$ cat config.mk
export PLATFORM = sky130hd
export DESIGN_NAME = gcd_job_sched_flat
export DESIGN_NICKNAME = d
export VERILOG_FILES = /design/src/rtl/gcd_job_sched_pkg.sv /design/src/rtl/gcd_job_sched_if.sv /design/src/rtl/gcd_job_sched_rr_arbiter.sv /design/src/rtl/gcd_job_sched.sv /design/src/flat_wrapper.sv
export SDC_FILE = /design/constraint.sdc
export NUM_CORES = 1
export LEC_CHECK = 0
export ABC_AREA = 1
export BUFFER_PORTS_ARGS = -buffer_cell sky130_fd_sc_hd__buf_2
export CAP_MARGIN = 20
export CORE_AREA = 2 2 148 150
export DETAILED_ROUTE_END_ITERATION = 12
export DIE_AREA = 0 0 150 152
export PLACE_DENSITY = 0.83
export SLEW_MARGIN = 25
export SYNTH_ARGS = -nofsm -noshare
export SYNTH_HDL_FRONTEND = slang
export SYNTH_SLANG_ARGS = --single-unit
$ cat constraint.sdc
create_clock -name clock -period 7.5 [get_ports clock]
set_clock_uncertainty 0.05 [all_clocks]
set_input_delay 1.5 -clock clock [delete_from_list [all_inputs] [get_ports clock]]
set_output_delay 1.5 -clock clock [all_outputs]
set_load 0.03 [all_outputs]
$ cat src/rtl/gcd_job_sched_pkg.sv
// Shared types and register map for the GCD job scheduler and its
// Avalon-MM view of the gcd_avalon slave.
package gcd_sched_pkg;
  typedef enum logic [2:0] {
    IDLE, WR_A, WR_B, POLL_RD, POLL_CHK, RES_RD, RES_CAP, RESP
  } sched_state_t;

  localparam logic [1:0] GCD_ADDR_A    = 2'd0;
  localparam logic [1:0] GCD_ADDR_B    = 2'd1;
  localparam logic [1:0] GCD_ADDR_RES  = 2'd2;
  localparam logic [1:0] GCD_ADDR_STAT = 2'd3;
  localparam int GCD_STAT_DONE_BIT     = 0;
endpackage

$ cat src/rtl/gcd_job_sched_if.sv
// Requester-side job/response handshakes plus the Avalon-MM port to the slave.
// master = the scheduler, slave = requesters + gcd_avalon.
interface gcd_job_sched_if #(parameter int NREQ = 4);
  logic [NREQ-1:0]       req_valid;
  logic [NREQ-1:0]       req_ready;
  logic [NREQ-1:0][31:0] req_a;
  logic [NREQ-1:0][31:0] req_b;
  logic [NREQ-1:0]       rsp_valid;
  logic [NREQ-1:0]       rsp_ready;
  logic [31:0]           rsp_data;
  logic                  rsp_err;
  logic [1:0]            av_address;
  logic                  av_write;
  logic                  av_read;
  logic [31:0]           av_writedata;
  logic [31:0]           av_readdata;
  logic [3:0]            av_byteenable;
  logic                  av_chipselect;

  modport master (
    input  req_valid, req_a, req_b, rsp_ready, av_readdata,
    output req_ready, rsp_valid, rsp_data, rsp_err,
           av_address, av_write, av_read, av_writedata, av_byteenable, av_chipselect
  );
  modport slave (
    output req_valid, req_a, req_b, rsp_ready, av_readdata,
    input  req_ready, rsp_valid, rsp_data, rsp_err,
           av_address, av_write, av_read, av_writedata, av_byteenable, av_chipselect
  );
endinterface

$ cat src/rtl/gcd_job_sched_rr_arbiter.sv
// Round-robin arbiter: search starts one past the last grant; the pointer
// only moves when the grant is actually taken (advance).
module rr_arbiter #(
  parameter  int N  = 4,
  localparam int IW = $clog2(N)
) (
  input  logic          clock,
  input  logic          reset,
  input  logic [N-1:0]  req,
  input  logic          advance,
  output logic [N-1:0]  grant,
  output logic [IW-1:0] grant_id
);
  logic [IW-1:0] r_ptr;
  logic [IW:0]   w_idx;
  logic          w_found;

  always_comb begin
    grant    = '0;
    grant_id = '0;
    w_found  = 1'b0;
    w_idx    = '0;
    for (int k = 0; k < N; k++) begin
      w_idx = {1'b0, r_ptr} + (IW+1)'(k);
      if (w_idx >= (IW+1)'(N)) w_idx = w_idx - (IW+1)'(N);
      if (!w_found && req[w_idx[IW-1:0]]) begin
        w_found                = 1'b1;
        grant[w_idx[IW-1:0]]   = 1'b1;
        grant_id               = w_idx[IW-1:0];
      end
    end
  end

  always_ff @(posedge clock or posedge reset) begin
    if (reset)        r_ptr <= '0;
    else if (advance) r_ptr <= (grant_id == IW'(N-1)) ? '0 : grant_id + 1'b1;
  end
endmodule

$ cat src/rtl/gcd_job_sched.sv
// Shares one gcd_avalon slave between NREQ requesters: arbitrate, program A/B,
// poll status until done (or POLL_MAX polls), read the result, respond.
module gcd_job_sched
  import gcd_sched_pkg::*;
#(
  parameter int NREQ     = 4,
  parameter int POLL_MAX = 1024
) (
  input logic              clock,
  input logic              reset,
  gcd_job_sched_if.master  bus
);
  localparam int IW = $clog2(NREQ);
  localparam int CW = $clog2(POLL_MAX + 1);

  sched_state_t    r_state;
  logic [NREQ-1:0] w_grant;
  logic [IW-1:0]   w_gid, r_id;
  logic            w_accept;
  logic [31:0]     r_b, r_res, r_av_wdata;
  logic [1:0]      r_av_addr;
  logic            r_av_write, r_av_read, r_err;
  logic [CW-1:0]   r_poll;
  logic [NREQ-1:0] r_rsp_valid;

  // Gated by reset so a requester never sees an acceptance while reset is held.
  assign w_accept = (r_state == IDLE) && (|bus.req_valid) && !reset;

  rr_arbiter #(.N(NREQ)) u_arb (
    .clock    (clock),
    .reset    (reset),
    .req      (bus.req_valid),
    .advance  (w_accept),
    .grant    (w_grant),
    .grant_id (w_gid)
  );

  assign bus.req_ready     = w_accept ? w_grant : '0;
  assign bus.rsp_valid     = r_rsp_valid;
  assign bus.rsp_data      = r_res;
  assign bus.rsp_err       = r_err;
  assign bus.av_address    = r_av_addr;
  assign bus.av_write      = r_av_write;
  assign bus.av_read       = r_av_read;
  assign bus.av_writedata  = r_av_wdata;
  assign bus.av_byteenable = 4'hF;
  assign bus.av_chipselect = r_av_write | r_av_read;

  // Bus strobes are loaded on entry to the state that owns them, so they
  // line up with the state and drop back to 0 by default.
  always_ff @(posedge clock or posedge reset) begin
    if (reset) begin
      r_state     <= IDLE;
      r_id        <= '0;
      r_b         <= '0;
      r_res       <= '0;
      r_err       <= 1'b0;
      r_poll      <= '0;
      r_rsp_valid <= '0;
      r_av_addr   <= '0;
      r_av_wdata  <= '0;
      r_av_write  <= 1'b0;
      r_av_read   <= 1'b0;
    end else begin
      r_av_write <= 1'b0;
      r_av_read  <= 1'b0;
      case (r_state)
        IDLE: if (w_accept) begin
          r_id       <= w_gid;
          r_b        <= bus.req_b[w_gid];
          r_av_write <= 1'b1;
          r_av_addr  <= GCD_ADDR_A;
          r_av_wdata <= bus.req_a[w_gid];
          r_state    <= WR_A;
        end
        WR_A: begin
          r_av_write <= 1'b1;
          r_av_addr  <= GCD_ADDR_B;
          r_av_wdata <= r_b;
          r_state    <= WR_B;
        end
        WR_B: begin
          r_av_read <= 1'b1;
          r_av_addr <= GCD_ADDR_STAT;
          r_state   <= POLL_RD;
        end
        POLL_RD: begin
          r_poll  <= r_poll + 1'b1;
          r_state <= POLL_CHK;
        end
        POLL_CHK: begin
          if (bus.av_readdata[GCD_STAT_DONE_BIT]) begin
            r_av_read <= 1'b1;
            r_av_addr <= GCD_ADDR_RES;
            r_state   <= RES_RD;
          end else if (r_poll < CW'(POLL_MAX)) begin
            r_av_read <= 1'b1;
            r_av_addr <= GCD_ADDR_STAT;
            r_state   <= POLL_RD;
          end else begin
            r_err             <= 1'b1;
            r_res             <= '0;
            r_rsp_valid[r_id] <= 1'b1;
            r_state           <= RESP;
          end
        end
        RES_RD: r_state <= RES_CAP;
        RES_CAP: begin
          r_res             <= bus.av_readdata;
          r_rsp_valid[r_id] <= 1'b1;
          r_state           <= RESP;
        end
        RESP: if (bus.rsp_ready[r_id]) begin
          r_rsp_valid <= '0;
          r_err       <= 1'b0;
          r_poll      <= '0;
          r_state     <= IDLE;
        end
        default: r_state <= IDLE;
      endcase
    end
  end
endmodule

$ cat src/flat_wrapper.sv
// flat-port wrapper written by rule: the top's interface ports become plain ports
module gcd_job_sched_flat import gcd_sched_pkg::*;
#(
  parameter int NREQ     = 4,
  parameter int POLL_MAX = 1024
)
  (clock, reset, bus_req_valid, bus_req_a, bus_req_b, bus_rsp_ready, bus_av_readdata, bus_req_ready, bus_rsp_valid, bus_rsp_data, bus_rsp_err, bus_av_address, bus_av_write, bus_av_read, bus_av_writedata, bus_av_byteenable, bus_av_chipselect);
  gcd_job_sched_if #(.NREQ(NREQ)) bus_i ();
  input logic clock;
  input logic reset;
  input wire logic [$bits(bus_i.req_valid)-1:0] bus_req_valid;
  input wire logic [$bits(bus_i.req_a)-1:0] bus_req_a;
  input wire logic [$bits(bus_i.req_b)-1:0] bus_req_b;
  input wire logic [$bits(bus_i.rsp_ready)-1:0] bus_rsp_ready;
  input wire logic [$bits(bus_i.av_readdata)-1:0] bus_av_readdata;
  output wire logic [$bits(bus_i.req_ready)-1:0] bus_req_ready;
  output wire logic [$bits(bus_i.rsp_valid)-1:0] bus_rsp_valid;
  output wire logic [$bits(bus_i.rsp_data)-1:0] bus_rsp_data;
  output wire logic [$bits(bus_i.rsp_err)-1:0] bus_rsp_err;
  output wire logic [$bits(bus_i.av_address)-1:0] bus_av_address;
  output wire logic [$bits(bus_i.av_write)-1:0] bus_av_write;
  output wire logic [$bits(bus_i.av_read)-1:0] bus_av_read;
  output wire logic [$bits(bus_i.av_writedata)-1:0] bus_av_writedata;
  output wire logic [$bits(bus_i.av_byteenable)-1:0] bus_av_byteenable;
  output wire logic [$bits(bus_i.av_chipselect)-1:0] bus_av_chipselect;
  assign bus_i.req_valid = bus_req_valid;
  assign bus_i.req_a = bus_req_a;
  assign bus_i.req_b = bus_req_b;
  assign bus_i.rsp_ready = bus_rsp_ready;
  assign bus_i.av_readdata = bus_av_readdata;
  assign bus_req_ready = bus_i.req_ready;
  assign bus_rsp_valid = bus_i.rsp_valid;
  assign bus_rsp_data = bus_i.rsp_data;
  assign bus_rsp_err = bus_i.rsp_err;
  assign bus_av_address = bus_i.av_address;
  assign bus_av_write = bus_i.av_write;
  assign bus_av_read = bus_i.av_read;
  assign bus_av_writedata = bus_i.av_writedata;
  assign bus_av_byteenable = bus_i.av_byteenable;
  assign bus_av_chipselect = bus_i.av_chipselect;
  gcd_job_sched #(.NREQ(NREQ), .POLL_MAX(POLL_MAX)) u_core (.clock(clock), .reset(reset), .bus(bus_i));
endmodule
==> metrics.md <==
| Metric | Value |
|---|---|
| Largest cells by area after synthesis | `dfrtp_1 (34%), nand3_1 (16%), inv_1 (15%)` |
| H-Tree Depth | `4` |
| CP max FO | `90` |
| Worst VDD drop | `315 µV` |
| Worst skew pair latency | `410 ps` |
| Vias | `10100` |
| Hold Fails Final Rpt | `0` |
| DP Worst Slack | `roughly 2300 ps` |
| Number of global-route vias before repair | `9459` |
| Global-route wire length before repair | `45.8 mm` |
| # rows | `54` |
| Grt ovf | `0` |
| Layout cells sized above 1 | `about a quarter` |
| TNS Setup | `0 ps` |
| Pwr dens | `523 nW/µm²` |
| Slowest Stage Delay on Critical Path | `750 ps` |
| Worst reg2reg endpoint | `u_core.bus.av_writedata[18]` |
| Post-route setup slack | `2740 ps` |
| Nets | `2060` |
| PostCTS Resize Cnt | `0` |
| Die area | `22800 µm²` |
| Avg Inst Size Synth | `roughly 6.3 µm²` |
| Final cell count without fillers | `2045` |
| Crit-path most repeated cell | `nand2_1` |
| Clock root cell | `clkbuf_16` |
| DR pass1 iterations | `5` |
| Placed insts | `around 2000` |
| Clock Sink Count | `123` |
| Setup Fix Bufs, Post-CTS | `0` |
| Largest net degree at the start of global routing | `slightly above 90` |
| Max cap viols | `0` |
| RSZ-0062 raised after global routing | `no` |
| Final hold slack | `428 ps` |
| RR Startpoint | `u_core.u_arb.r_ptr[0]` |
| CTS tree | `built` |
| Worst Hold Class | `reg -> reg` |
| Final ANT Viol Nets | `0` |
| Initial Util | `42.4%` |
| Synth warn | `0` |
| Cts hold-fix bufs | `0` |
| Cells along the critical path | `buf_2 > inv_1 > nand2_1 > nand3_2 > nand2_4 > nor2_4 > nand4_4 > nand2_4 > buf_4 > nand2_1 > nand3_1 > nand3_1 > nand2_1 > nand2_1` |
| Worst Reg2Reg Path Length in Cells | `14` |
| Min cycle time layout | `4760 ps` |
| Multi-input gate area | `4180 µm²` |
| Worst Path Arrival | `5010 ps` |
| Leakage power total | `approximately 0.0072 µW` |
| Hold depth | `2` |
| CTS Buffer Depth | `2` |
| Register bit total from synthesis | `123` |
| IO Pins | `380` |
| Register area share after synthesis | `~34%` |
| Crit path launch type | `input pin` |
| Hold EP | `u_core.bus.av_writedata[21]` |
| Antenna violations before repair | `0` |
| Max Clk Rate | `210 MHz` |
| CP max-delay cell | `buf_4` |
| DRC errors left | `0` |
| Core area | `21400 µm²` |
| Worst Path Class, Setup | `in -> reg` |
| Yosys top cell by area | `dfrtp_1` |
| Final Cycle Share | `63.5%` |
| Initial drt markers | `662` |
| Count of unique library cells instantiated by Yosys | `35` |
| # diodes | `0` |
| # fillers | `2072` |
| Area grow syn2layout | `28.0%` |
| Routed Wire Length | `29.8 mm` |
| Clock-pin slew on the worst setup and hold paths | `about 60 ps` |
| Gpl congestion | `~0.95` |
| R2R setup slack | `~2900 ps` |
| Avg Vias per Cell | `4.96` |
| All-Layer GR Usage | `25.3%` |
| DIE HEIGHT | `152 µm` |
| Placed wire-length estimate | `around 21 mm` |
| Slew Viols, Final | `0` |
| Worst Path Required | `around 7800 ps` |
| Wire per inst | `14.6 µm` |
| Worst slew pin tran | `879 ps` |
| Post-Synthesis Cell Area | `9050 µm²` |
| Port Buf Inserts | `375` |
| Register area | `3080 µm²` |
| TritonCTS Buffers | `17` |
| Die width | `150 µm` |
| Share of the synthesized area in the top cell type | `34.0%` |
| # setup viols final | `0` |
| Slew margin rel. | `41.4%` |
| Status | `complete, no violations` |
| Worst hold start | `u_core.bus.av_writedata[21]` |
| Worst setup EP type | `register` |
| Post-Synthesis Cells | `1432` |
registers in the layout, indices dropped and copies added, names as in the netlist:
signal / flops
u_core.r_id: 2
u_core.r_state: 3
u_core.bus.rsp_valid: 4
u_core.u_arb.r_ptr: 2
u_core.r_poll: 11
u_core.bus.av_address: 2
u_core.bus.av_read: 1
u_core.bus.rsp_err: 1
u_core.bus.rsp_data: 32
u_core.bus.av_writedata: 32
u_core.bus.av_write: 1
u_core.r_b: 32
per-layer routing:
layer  GRT usage, %  part of all wire, %  vias up
met5              0                    0        -
li1               -                    -     5036
met2           45.2                   50      433
met1           30.1                   40     4618
met3           4.41                  7.3       57
met4           9.34                  2.6        0
area by class of cell:
class	instances	area share (%)
flip-flops and latches	123	26.6
inverters	367	12.0
multi-input cells	856	36.1
clock buffers	18	3.79
clock inverters	14	1.59
well taps	280	3.03
repair buffers	387	17.0
Yosys cell counts (all sizes together):
cell type / n
a21boi: 1
a31o: 2
clkbuf: 33
nand2: 345
nor2: 25
ha: 10
a31oi: 1
a41oi: 1
nand3b: 32
nor3: 5
conb: 1
nand4: 8
buf: 56
nand3: 289
inv: 367
o21a: 1
or2: 1
and3: 1
o22ai: 33
xor2: 1
dfrtp: 123
a21oi: 46
o21ai: 46
a22oi: 4
metrics by stage:
step,utilization [%],power [µW],area [µm²]
2_1_floorplan,-,4300,9060
3_3_place_gp,51.3,5120,11000
3_5_place_dp,51.3,5190,11000
4_1_cts,54.2,6090,11600
5_1_grt,54.2,6620,11600
6_report,54.2,6050,11600
cell usage in the layout, fill, tap and decap left out, drive strengths merged, types with 2 or more instances in the layout:
cell type and instances:
buf 387, inv 372, nand2 345, nand3 289, dfrtp 123, a21oi 46
o21ai 46, o22ai 33, nand3b 32, nor2 25, clkbuf 18, ha 10
nand4 8, nor3 5, clkinv 5, a22oi 4, conb 4, bufinv 3
a31o 2
logic make-up after synthesis:
family          count (synthesis)  synth area share, %
compound gates                135                 8.23
xor+xnor                        1               0.0968
fa+ha+maj                      10                 1.38
buf+inv                       456                 20.5
flops                         123                 34.0
other cells                     1               0.0415
simple gates                  706                 35.8
worst max-delay path: cells and delay by family:
family | cells | cell delay [ps]
buffers and inverters | 3 | 950
AND/OR/NAND/NOR | 11 | 2440
worst max-delay path by stage:
stage	from	endpoint	slack, ps	cells after the start
after floorplan	reset	bus_req_ready[0]	430	6
after global placement	bus_req_valid[3]	u_core.bus.av_writedata[18]	2350	14
after detailed placement	bus_req_valid[3]	u_core.r_b[23]	2310	14
after CTS	bus_req_valid[3]	u_core.r_b[23]	2730	14
after global routing	bus_req_valid[3]	u_core.bus.av_writedata[7]	2330	14
final	bus_req_valid[3]	u_core.bus.av_writedata[18]	2740	14
where the power goes:
part           internal, µW  switching [µW]  total (µW)
sequential              973             175        1150
combinational          1220            2820        4040
clock                   540             330         869
Note: power is estimated with default switching activity, not from simulation.
